### config.mk
export PLATFORM = sky130hd
export DESIGN_NAME = shift_arbiter
export DESIGN_NICKNAME = d
export VERILOG_FILES = /design/src/rtl/shift_arbiter_pkg.sv /design/src/rtl/shift_core.sv /design/src/rtl/shift_arbiter.sv
export SDC_FILE = /design/constraint.sdc
export NUM_CORES = 1
export LEC_CHECK = 0
export CORE_MARGIN = 10
export CORE_UTILIZATION = 28
export CTS_CLUSTER_DIAMETER = 100
export DETAILED_ROUTE_END_ITERATION = 10
export REMOVE_ABC_BUFFERS = 1
export SYNTH_ARGS = -nofsm -noshare
export SYNTH_HDL_FRONTEND = slang
export SYNTH_SLANG_ARGS = --single-unit
### constraint.sdc
create_clock -name clk -period 3.12 [get_ports clk]
set_input_delay 0.312 -clock clk [delete_from_list [all_inputs] [get_ports clk]]
set_output_delay 0.312 -clock clk [all_outputs]
set_load 0.01 [all_outputs]
### src/rtl/shift_arbiter_pkg.sv
// Shared types and constants for the two-requester shift arbiter.
// Used by shift_core and shift_arbiter.
package shift_arbiter_pkg;

    localparam int XLEN_DEF = 32;
    localparam int SHW_DEF  = 5;

    localparam logic REQ_EXU = 1'b0;
    localparam logic REQ_SEC = 1'b1;

    typedef enum logic [1:0] {
        IDLE = 2'd0,
        RUN  = 2'd1,
        DONE = 2'd2
    } state_t;

endpackage

### src/rtl/shift_core.sv
// Combinational shifter: left, logical right or arithmetic right by shamt.
// Holds no state; the arbiter supplies operands and captures the result.
module shift_core
    import shift_arbiter_pkg::*;
#(
    parameter int XLEN = XLEN_DEF,
    parameter int SHW  = SHW_DEF
) (
    input  logic [XLEN-1:0] data,
    input  logic [SHW-1:0]  shamt,
    input  logic            l_or_r,
    input  logic            a_or_l,
    output logic [XLEN-1:0] result
);

    // NOTE: every path assigns result, so no latch is inferred.
    always_comb begin
        if (l_or_r) begin
            result = data << shamt;
        end else if (a_or_l) begin
            result = $unsigned($signed(data) >>> shamt);
        end else begin
            result = data >> shamt;
        end
    end

endmodule

### src/rtl/shift_arbiter.sv
// Round-robin arbiter feeding one shifter from two requesters (IDLE/RUN/DONE).
// Define SHIFT_ARBITER_ITER_EN for a one-bit-per-cycle shifter instead of a barrel shift.
module shift_arbiter
    import shift_arbiter_pkg::*;
#(
    parameter int XLEN = XLEN_DEF,
    parameter int SHW  = SHW_DEF
) (
    input  logic            clk,
    input  logic            rst,
    input  logic [1:0]      req_valid,
    output logic [1:0]      req_ready,
    input  logic [XLEN-1:0] req_data0,
    input  logic [XLEN-1:0] req_data1,
    input  logic [SHW-1:0]  req_shamt0,
    input  logic [SHW-1:0]  req_shamt1,
    input  logic            req_l_or_r0,
    input  logic            req_l_or_r1,
    input  logic            req_a_or_l0,
    input  logic            req_a_or_l1,
    output logic            out_valid,
    input  logic            out_ready,
    output logic [XLEN-1:0] out_data,
    output logic            out_id
);

    state_t            state;
    state_t            state_next;
    logic              last;
    logic              grant;
    logic              accept;
    logic              run_done;
    logic [XLEN-1:0]   work;
    logic [SHW-1:0]    shamt_q;
    logic              l_or_r_q;
    logic              a_or_l_q;
    logic [XLEN-1:0]   shifted;

    // On a tie the requester not served last wins; a lone requester always wins.
    always_comb begin
        grant = REQ_EXU;
        if (req_valid == 2'b11) begin
            grant = ~last;
        end else if (req_valid[1]) begin
            grant = REQ_SEC;
        end
        accept    = (state == IDLE) && !rst && req_valid[grant];
        req_ready = 2'b00;
        if (accept) begin
            req_ready[grant] = 1'b1;
        end
    end

`ifdef SHIFT_ARBITER_ITER_EN
    shift_core #(.XLEN(XLEN), .SHW(SHW)) u_core (
        .data   (work),
        .shamt  (SHW'(1)),
        .l_or_r (l_or_r_q),
        .a_or_l (a_or_l_q),
        .result (shifted)
    );
    assign run_done = (shamt_q <= SHW'(1));
`else
    shift_core #(.XLEN(XLEN), .SHW(SHW)) u_core (
        .data   (work),
        .shamt  (shamt_q),
        .l_or_r (l_or_r_q),
        .a_or_l (a_or_l_q),
        .result (shifted)
    );
    assign run_done = 1'b1;
`endif

    // NOTE: sequential state uses non-blocking assignments so every register samples pre-edge values.
    always_ff @(posedge clk) begin
        if (rst) begin
            state <= IDLE;
        end else begin
            state <= state_next;
        end
    end

    always_comb begin
        state_next = state;
        case (state)
            IDLE:    if (accept)    state_next = RUN;
            RUN:     if (run_done)  state_next = DONE;
            DONE:    if (out_ready) state_next = IDLE;
            default:                state_next = IDLE;
        endcase
    end

    assign out_valid = (state == DONE) && !rst;

    always_ff @(posedge clk) begin
        if (rst) begin
            last     <= REQ_SEC;
            out_id   <= REQ_EXU;
            out_data <= '0;
        end else begin
            if (accept) begin
                last   <= grant;
                out_id <= grant;
            end
            if (state == RUN && run_done) begin
`ifdef SHIFT_ARBITER_ITER_EN
                out_data <= (shamt_q == '0) ? work : shifted;
`else
                out_data <= shifted;
`endif
            end
        end
    end

    // NOTE: operand registers are never read before an accept loads them, so they carry no reset.
    always_ff @(posedge clk) begin
        if (accept) begin
            work     <= grant ? req_data1   : req_data0;
            shamt_q  <= grant ? req_shamt1  : req_shamt0;
            l_or_r_q <= grant ? req_l_or_r1 : req_l_or_r0;
            a_or_l_q <= grant ? req_a_or_l1 : req_a_or_l0;
        end
`ifdef SHIFT_ARBITER_ITER_EN
        else if (state == RUN && !run_done) begin
            work    <= shifted;
            shamt_q <= shamt_q - SHW'(1);
        end
`endif
    end

endmodule

* Word-level counts from Yosys, hierarchy flattened
Index checks and enable logic that the tools add are counted.
Cells by class: equality and inequality tests 5, add/subtract/negate cells 0, bitwise logic cells 1, multiplexer cells 16, divide/modulo/power cells 0, shift-type cells 3, magnitude comparators 2, reduce and logical (&&, ||, !) cells 7, multiply operators 0
Operator list (count):
- $mux 32 | 3
- $shl 32x5->32 | 1
- $shr 32x5->32 | 1
- $sshr 32x5->32 | 1
- $mux 1 | 7
- $mux 2 | 3
- $pmux 2 s3 | 1
- $mux 5 | 1
- $eq 2x2->1 const B | 2
- $logic_and 1x1->1 | 4
- $ne 2x2->1 const B | 2
- $eq 2x1->1 const B | 1
- $logic_not 2->1 | 1
- $lt 1x2->1 const B | 1
- $reduce_and 2->1 | 1
- $demux 1 s1 | 1
- $ge 1x1->1 const B | 1
- $logic_not 1->1 | 1
- $not 1->1 | 1
Word-level totals: memories kept 0, register bits after elaboration 75, memory bits (read-only) 0, input port bits 83, bits in latches 0, bits in writable memories 0

* Logic depth before layout (Yosys ltp)
Gate-level depths: netlist (run 1).
depth in word-level cells 7, depth in mapped cells 9

* Hierarchy
Synthesis (run 1) repeated with hierarchy kept, for this count alone.
Unflattened totals: cell total of the unflattened synthesis 763, area total of the unflattened synthesis 6859.1 um^2
Modules (own cells, without submodules):
- shift_core | cells each 520, sequential area each 0.0 um^2, times used 1, area an instance 3911.3 um^2
- shift_arbiter | cells each 243, sequential area each 1891.8 um^2, times used 1, area an instance 2947.8 um^2

* Worst setup path after synthesis (run 1)
OpenSTA, ideal clock, no wires.
path kind reg2out, from reg state[1], to out req_ready[1], required time 2.808 ns, setup slack 0.769 ns, arrival time 2.039 ns, path buffers 0, cell stages (with the launch flop) 4, path through dfxtp_1 > or4_1 > inv_1 > and2_1
On the way: word-level cells in the longest chain between the ends 4
RTL lines:
- start, declared | RTL line shift_arbiter.sv:27 | state_t state;
- start signal, assigned | RTL line shift_arbiter.sv:79 | state <= state_next;
- $logic_not 2->1 | RTL line shift_arbiter.sv:47 | accept = (state == IDLE) && !rst && req_valid[grant];
- $logic_and 1x1->1 (2 in a row) | RTL line shift_arbiter.sv:47
- via accept | RTL line shift_arbiter.sv:31 | logic accept;
- $mux 2 | RTL line shift_arbiter.sv:49 | if (accept) begin
- end, declared | RTL line shift_arbiter.sv:12 | output logic [1:0] req_ready,
The timed path passes the listed nets, and every way through them passes these cells.

* Worst setup path in the final report (run 1)
from reg shamt_q[4], to reg out_data[0]
On the way: word-level cells in the longest chain between the ends 3, elaborated cells between the ends (all ways) 5
RTL lines:
- start, declared | RTL line shift_arbiter.sv:34 | logic [SHW-1:0] shamt_q;
- start signal, assigned | RTL line shift_arbiter.sv:119 | shamt_q <= grant ? req_shamt1 : req_shamt0;
- $shr 32x5->32 / $sshr 32x5->32 (equally long branches) | RTL line shift_core.sv:23, shift_core.sv:21
- $mux 32 | RTL line shift_core.sv:20 | end else if (a_or_l) begin
- $mux 32 (*) | RTL line shift_core.sv:18 | if (l_or_r) begin
- end signal, assigned | RTL line shift_arbiter.sv:109 | out_data <= shifted;
- end, declared | RTL line shift_arbiter.sv:23 | output logic [XLEN-1:0] out_data,
Every way passes the cells marked *; elsewhere a longest branch is shown, timed or not. A chain may end at the register's enable or synchronous reset.

==> results of run 1 <==
==> cell families after synthesis <==
group	after synthesis	share of synthesized area (%)
AO/OA/AOI/OAI	159	16.4
AND/OR/NAND/NOR	199	12.9
buffers and inverters	72	6.89
flip-flops	75	27.1
multiplexers	174	36.7
==> worst max-delay path: stages, from the launching register on <==
cell and delay (ps):
edfxtp_1 660, nor3b_1 930, nand2_1 260, buf_4 220, nor2_1 90, nor4_1 80, a2111oi_0 480
==> where the power goes <==
| group | internal (uW) | total, uW | switching (uW) |
|---|---|---|---|
| Sequential | 1140 | 1250 | 107 |
| Combinational | 662 | 1390 | 729 |
| Clock | 780 | 1270 | 488 |
==> sequential cells by signal, indices dropped and copies added, names as in the netlist <==
name and cells:
work 32, state 2, out_id 1, shamt_q 5, last 1, out_data 32
a_or_l_q 1, l_or_r_q 1
==> how the worst min path moves through the flow <==
stage,start,to,slack (ps),cells past startpoint
floorplan,rst,state[1],380,1
CTS,out_data[20],out_data[20],500,2
global route,out_data[19],out_data[19],530,2
global placement,out_id,out_id,480,2
finish,out_data[20],out_data[20],490,2
detailed placement,out_data[20],out_data[20],490,2
==> area by class of cell <==
class | instances | area share [%]
clock inverter | 7 | 1.31
timing repair buffer | 165 | 18.1
clock buffer | 9 | 2.53
multi-input combinational | 532 | 51.9
tap | 324 | 4.56
sequential | 75 | 21.3
inverter | 9 | 0.380
==> through the flow <==
stage	total power [uW]	instance area, sq um	utilization [%]	hold WS [ps]	setup TNS [ps]
6_report	3900	8890	36.5	493	0
3_5_place_dp	2640	8550	35.1	488	0
2_1_floorplan	2020	6530	-	381	-40070
4_1_cts	3910	8890	36.5	497	0
5_1_grt	4070	8890	36.5	534	0
3_3_place_gp	2650	8550	35.1	483	0
==> per-layer routing <==
layer | GRT usage (%) | up-vias | wire (um)
li1 | - | 2910 | -
met1 | 23.9 | 3167 | 12600
met2 | 25.9 | 310 | 12300
met3 | 3.31 | 36 | 1780
met4 | 5.84 | 0 | 640
met5 | 0 | - | 0
==> layout by cell type, fill, tap and decap left out, types with 5 or more instances in the layout <==
| cell type | instances |
|---|---|
| a211oi_1 | 19 |
| a21oi_1 | 21 |
| a311oi_1 | 9 |
| buf_12 | 6 |
| buf_4 | 41 |
| clkbuf_16 | 9 |
| clkdlybuf4s50_1 | 118 |
| dfxtp_1 | 36 |
| edfxtp_1 | 39 |
| inv_1 | 6 |
| mux2_2 | 61 |
| mux2i_1 | 56 |
| mux4_1 | 11 |
| mux4_2 | 44 |
| nand2_1 | 64 |
| nand2b_1 | 5 |
| nand3_1 | 13 |
| nor2_1 | 68 |
| nor2b_1 | 8 |
| nor3_1 | 14 |
| o211ai_1 | 10 |
| o21ai_0 | 25 |
| o22ai_1 | 16 |
| o2bb2ai_1 | 5 |
==> cell usage after synthesis (10+ instances only) <==
| cell | n |
|---|---|
| nor2_1 | 68 |
| clkbuf_1 | 25 |
| o22ai_1 | 16 |
| nand3_1 | 13 |
| o21ai_0 | 25 |
| mux2i_1 | 56 |
| nand2_1 | 64 |
| mux4_2 | 44 |
| mux2_2 | 61 |
| buf_2 | 12 |
| o211ai_1 | 10 |
| mux4_1 | 11 |
| nor3_1 | 14 |
| edfxtp_1 | 39 |
| a211oi_1 | 19 |
| dfxtp_1 | 36 |
| a21oi_1 | 21 |
==> metrics.txt, run 1 <==
first-pass GRT wire length=41.3 mm; flops & latches, synth=75; final setup fails=0; Crit Path Max Fanout=15; CTS root buffer=clkbuf_16; number of global-route vias before repair=6371; internal reg-to-reg setup slack=250 ps; largest cells by area after synthesis=edfxtp_1 (17%), mux4_2 (14%), dfxtp_1 (10%), mux2_2 (9.9%), mux2i_1 (8.0%); share of the synthesized area in the top cell type=16.8%; Worst R2R Start=shamt_q[4]; First DRT Iteration DRCs=840; Storage cell area=1890 sq um; Final WS setup=247 ps; row count=57; area leader, netlist=edfxtp_1; Max Freq=348 MHz; Cell variety after synth=74; FF-to-FF End=out_data[0]; Critical Path Sink Type=flop; DR pass1 iterations=5; clock buffer count from CTS=9; GRT Overall Usage=17.2%; clock skew=12.2 ps; leak pwr=0.00314 uW; Placer Congestion=0.957; PortBufs=118; DP Cell Count=1105; Filler Cell Count=2512; cells on worst reg2reg path=6; die extent in x=178 um; antenna viol nets, final=0; H-tree levels=3; via count=6423; Post CTS Setup Buffer Count=0; footprint of the multi-input gates=4610 sq um; n_diodes=0; layout cells sized above 1=23.3%; Vias/cell=5.73; Post-synth EDFFs=39; critical path arrival=3080 ps; Mean Syn Cell Area=10.3 sq um; final hold vios=0; nets@finish=875; WL/cell=24.3 um; CTS Sinks=75; hold_buf cts=0; initial core utilization=28.6%; Worst setup SP type=flop; Critical Path Source=shamt_q[4]; unrepaired setup endpoints after global routing=no; Post-Synthesis Cell Area=6970 sq um; Hold WC Path Type=flop to flop; Tcrit/Tclk final=92.1%; Worst setup endpoint=out_data[0]; MaxCap Viol Count=0; # resized after CTS=0; Max-slew headroom=31.5%; Non-Filler Instances=1121; CTS clk-pin slew, worst paths=70 ps; post-DP HPWL=20.9 mm; PD cells=439 nW/um^2; WL final=27.3 mm; initial antenna violation count=0; Place WS=389 ps; Main synth FF type=edfxtp_1; Worst-Margin Slew=1030 ps; maximum vdd drop=0.199 mV; Synth Instances=679; status=complete, no violations; Max Slew Vio Count=0; synth warn=0; async set or reset register ratio after synthesis=0%; min cycle time layout=2870 ps; worst skew pair latency=360 ps; die area=31600 sq um; DRC violations left=0; CTS tree=done; grt total ovfl=0; maximum root-to-sink buffer count=2; Placeable Area=24400 sq um; CP required=3330 ps; num ports=119; Area Growth Syn to Fin=27.6%; sequential share of the synthesized area=27.1%; critical path class=flop to flop; largest net degree at the start of global routing=68; Die Y=178 um
Note: power is estimated with default switching activity, not from simulation.
==> run 2: changes to the inputs <==
- CORE_MARGIN: 10 -> default
- clock period: 3.12 -> 2.5 ns (I/O delays scaled with it)
==> run 2 against run 1 <==
Sequential share of layout area shrank 0.97 points. Die area shrank 19%. Sequential power up 25%. Routed wire length about the same. Global-route usage increased by 4.3 points. Power is 25% higher. First-iteration DRC count down 21%. Critical path type is now input pin to primary output.
==> metrics.txt, run 2 (same netlist as run 1, synthesis figures left out) <==
Worst setup SP type=input pin; unrepaired setup endpoints after global routing=no; clock buffer count from CTS=9 (unchanged); largest net degree at the start of global routing=44 (-35%); max incr delay on CP=560 ps (-370 ps); CTS Sinks=75 (unchanged); MaxCap Viol Count=0 (unchanged); critical path arrival=2140 ps (-940 ps); worst path bufs/invs=3 (+2); layout cells sized above 1=28.0% (+4.7 points); combinational power share=38.3% (+2.7 points); hold_ws=488 ps (-4.39 ps); num ports=119 (unchanged); DP Area=8990 sq um (+5.1%); first-pass GRT wire length=41.1 mm (-0.53%); most common cell after layout, fill and taps aside=clkdlybuf4s50_1; GRT Overall Usage=21.5% (+4.3 points); die area=25500 sq um (-19%); final hold vios=0 (unchanged); PortBufs=118 (unchanged); Post CTS Setup Buffer Count=0 (unchanged); maximum vdd drop=0.252 mV (+27%); hold_buf cts=0 (unchanged); Area Growth Syn to Fin=33.7%; CTS clk-pin slew, worst paths=60 ps (about the same); antenna viol nets, final=0 (unchanged); # resized after CTS=0 (unchanged); final non-filler cell area=9320 sq um (+4.8%); footprint of the multi-input gates=4610 sq um (unchanged); Sw Share=33.8% (-0.16 points); First DRT Iteration DRCs=660 (-21%); Max-slew headroom=55.2% (+24 points); leak pwr=0.00342 uW (+8.8%); Final Total Pwr=4880 uW (+25%); row count=57 (unchanged); n_diodes=0 (unchanged); Tcrit/Tclk final=95.6%; Storage cell area=1890 sq um (unchanged); total internal power=3230 uW (+25%); PD cells=524 nW/um^2 (+19%); Slowest cell on crit path=or4_1; Max Freq=418 MHz; Critical Path Source=rst; worst path cell trace=clkdlybuf4s50_1 -> or4_1 -> inv_1 -> and2_1 -> clkdlybuf4s50_1; Clk network pwr share=29.8% (-2.7 points); DP Cell Count=1157 (+4.7%); maximum root-to-sink buffer count=2 (unchanged); post-DP HPWL=21.0 mm (+0.66%); H-tree levels=3 (unchanged); DRC violations left=0 (unchanged); status=complete, no violations; Vias/cell=5.59 (-2.4%); initial core utilization=28.6% (unchanged); Largest regs=out_data x32, work x32, shamt_q x5; commonest cells after routing, fill and taps aside=clkdlybuf4s50_1 (118), buf_4 (89), nor2_1 (68); hold path depth=2 (unchanged); die extent in x=160 um (-10%); DR pass1 iterations=6 (+1); Hold WC Path Type=flop to flop; Top cell by count, worst path=clkdlybuf4s50_1; Max Slew Vio Count=0 (unchanged); final setup fails=0 (unchanged); Hold Startpoint=out_data[19]; initial antenna violation count=0 (unchanged); Worst-Margin Slew=670 ps (-356 ps); Worst R2R Start=shamt_q[0]; CTS tree=done; Critical Path Sink Type=primary output; nets@finish=927 (+5.9%); CTS root buffer=clkbuf_16; grt total ovfl=0 (unchanged); via count=6560 (+2.1%); critical path class=input pin to primary output; Die Y=160 um (-10%); Crit Path Max Fanout=3 (-12); Filler Cell Count=2468 (-1.8%); Placer Congestion=0.980 (+2.5%); switching pwr=1650 uW (+24%); min cycle time layout=2390 ps; Placeable Area=24400 sq um (unchanged); number of global-route vias before repair=6307 (-1.0%); Flop pwr share=31.9% (about the same); cells on worst reg2reg path=7 (+1); Crit path depth=5 (-1); CP required=2250 ps (-1080 ps); delay-heaviest family, CP=buffers and inverters; worst skew pair latency=350 ps (about the same); clock skew=6.47 ps (-5.77 ps); WL/cell=23.2 um (-4.5%); WL final=27.3 mm (about the same); Non-Filler Instances=1173 (+4.6%); fin util=38.2% (+1.7 points)
run 2: changes by cell type in the layout (fill, tap and decap cells not counted), sizes merged:
cell      before  now
clkbuf         9   14
buf           47   99
bufinv         3    0
clkinv         2    3
clkinvlp       3    0
run 2: power by group through the flow:
stage / clock network [uW] / registers, uW / logic (uW)
detailed placement: 0 / 1580 / 1850
global placement: 0 / 1580 / 1870
global route: 1520 / 1570 / 1980
CTS: 1480 / 1550 / 1860
finish: 1450 / 1560 / 1870
floorplan: 0 / 1630 / 884
run 2: path summary, 6_finish.rpt:
path	end	slack, ps
setup / recovery	req_ready[1]	110
hold / removal	out_data[19]	490
setup reg to reg	out_data[8]	150
hold reg to reg	out_data[19]	490
run 2: metal layers:
metal  global-route usage [%]  vias to the layer above  wire, um
li1                         -                     3009         -
met1                     31.0                     3214     12500
met2                     32.9                      308     12400
met3                     2.55                       29      1700
met4                     7.45                        0       716
met5                        0                        -         0
run 2: metrics by stage:
step / worst slack (ps) / setup TNS (ps)
final: 110 / 0
after global routing: 33.2 / 0
after floorplan: -2060 / -76450
after global placement: 79.7 / 0
after CTS: 84.9 / 0
after detailed placement: 97.6 / 0
run 2: worst min-delay path: cells and delay by family (launching register included):
kind | cells | cell delay [ps]
flops | 1 | 310
simple gates | 1 | 90
compound gates | 1 | 40
run 2: final cells by class:
cell class	count	area share (%)
Sequential cell	75	20.3
Multi-Input combinational cell	532	49.5
Inverter	9	0.362
Clock inverter	2	0.107
Clock buffer	14	3.41
Tap cell	324	4.35
Timing Repair Buffer	217	22.0
==> run 3: changes to the inputs <==
- CORE_UTILIZATION: 28 -> 50
- PLACE_DENSITY: default -> 0.79
==> run 3 against run 2 <==
Worst hold slack better by 6.1 ps. Sequential share of layout area is 0.61 points higher. Core utilization is 29 points higher. Final area is 2.9% lower. Routed wire length is 5.4% higher. Maximum frequency is 1.8% lower. Critical path depth is 1 higher. Critical endpoint unchanged. Largest power group unchanged.
==> metrics.txt, run 3 (same netlist as run 1, synthesis figures left out) <==
most common cell after layout, fill and taps aside=clkdlybuf4s50_1; first-pass GRT wire length=42.6 mm (+3.7%); Worst-Margin Slew=774 ps (+104 ps); n_diodes=0 (unchanged); DP Area=8660 sq um (-3.7%); initial antenna violation count=0 (unchanged); max incr delay on CP=550 ps (about the same); layout cells sized above 1=27.5% (-0.55 points); worst path cell trace=clkdlybuf4s50_1 -> nor2_1 -> or4_1 -> inv_1 -> and2_1 -> clkdlybuf4s50_1; status=complete, no violations; Vias/cell=7.10 (+27%); largest net degree at the start of global routing=42 (-4.5%); leak pwr=0.00336 uW (-1.8%); commonest cells after routing, fill and taps aside=clkdlybuf4s50_1 (118), buf_4 (80), nor2_1 (68); delay-heaviest family, CP=buffers and inverters; num ports=119 (unchanged); critical path class=input pin to primary output; Area Growth Syn to Fin=29.8%; Placeable Area=13400 sq um (-45%); CTS tree=done; number of global-route vias before repair=6906 (+9.5%); DR pass1 iterations=10 (+4); Placer Congestion=1.04 (+6.3%); critical path arrival=2180 ps (+40 ps); CP required=2250 ps (about the same); antenna viol nets, final=0 (unchanged); Largest regs=out_data x32, work x32, shamt_q x5; WL/cell=28.4 um (+22%); Worst setup SP type=input pin; via count=7188 (+9.6%); initial core utilization=52.0% (+23 points); Critical Path Sink Type=primary output; die area=14400 sq um (-44%); maximum vdd drop=0.375 mV (+49%); fin util=67.5% (+29 points); die extent in x=120 um (-25%); CTS Sinks=75 (unchanged); Post CTS Setup Buffer Count=0 (unchanged); final hold vios=0 (unchanged); final non-filler cell area=9050 sq um (-2.9%); worst path bufs/invs=3 (unchanged); unrepaired setup endpoints after global routing=no; min cycle time layout=2430 ps (+44.8 ps); post-DP HPWL=21.7 mm (+3.1%); clock skew=10.4 ps (+3.89 ps); Hold WC Path Type=flop to flop; H-tree levels=3 (unchanged); grt total ovfl=0 (unchanged); MaxCap Viol Count=0 (unchanged); clock buffer count from CTS=9 (unchanged); hold_buf cts=0 (unchanged); maximum root-to-sink buffer count=2 (unchanged); GRT Overall Usage=40.3% (+19 points); row count=42 (-26%); WL final=28.7 mm (+5.4%); Max Slew Vio Count=0 (unchanged); Max-slew headroom=48.2% (-7.0 points); worst skew pair latency=350 ps (about the same); First DRT Iteration DRCs=1080 (+64%); # resized after CTS=0 (unchanged); PD cells=554 nW/um^2 (+5.8%); nets@finish=915 (-1.3%); Die Y=120 um (-25%); Slowest cell on crit path=clkdlybuf4s50_1; CTS root buffer=clkbuf_16; DRC violations left=0 (unchanged); Tcrit/Tclk final=97.4% (+1.8 points); Crit Path Max Fanout=5 (+2); final setup fails=0 (unchanged); PortBufs=118 (unchanged); Top cell by count, worst path=clkdlybuf4s50_1; CTS clk-pin slew, worst paths=60 ps (about the same); Max Freq=411 MHz (-1.8%)
[run 3: changes by cell type in the layout (fill, tap and decap cells not counted), sizes merged]
cell	change
clkbuf	-2
bufinv	+3
buf	-13
[run 3: metrics by stage]
step	total power, uW	instances	setup TNS (ps)	worst slack (ps)	hold WS, ps
after CTS	4930	1012	0	75.8	499
after detailed placement	3370	996	0	81.0	490
final	5010	1013	0	65.3	494
after global routing	5140	1013	0	7.59	531
after global placement	3330	996	0	139	473
after floorplan	2520	616	-76450	-2060	319
[run 3: final timing paths]
path | slack (ps) | to | cells after the start | from
worst max-delay path | 70 | req_ready[1] | 6 | req_valid[0]
worst min-delay path | 490 | out_data[20] | 2 | out_data[20]
worst max register to register | 80 | out_data[23] | 7 | shamt_q[0]
worst min register to register | 490 | out_data[20] | 2 | out_data[20]
[run 3: power breakdown]
group / switching, uW / internal [uW] / total (uW)
clock network: 565 / 1000 / 1570
logic: 991 / 898 / 1890
registers: 136 / 1420 / 1560
total: 1690 / 3320 / 5010
[run 3: tightest hold or removal path, cell delays in order (launching register included)]
cell      delay (ps)
dfxtp_1          310
nor2_1            90
a211oi_1          50
[run 3: layout make-up]
type / instances / area [sq um]
clock buffers: 11 / 243
clock inverters: 5 / 100
multi-input cells: 532 / 4630
repair buffers: 205 / 1930
flip-flops and latches: 75 / 1890
inverters: 9 / 33.8
well taps: 176 / 220
fillers: 1007 / 4350
[run 3: per-layer routing]
metal  vias to the layer above  GRT usage, %  share of wire (%)
met5                         -             0                  0
met4                         0          20.8                5.3
met3                       118          11.9                 13
met2                       660          59.8                 44
met1                      3430          53.1                 37
li1                       2980             -                  -
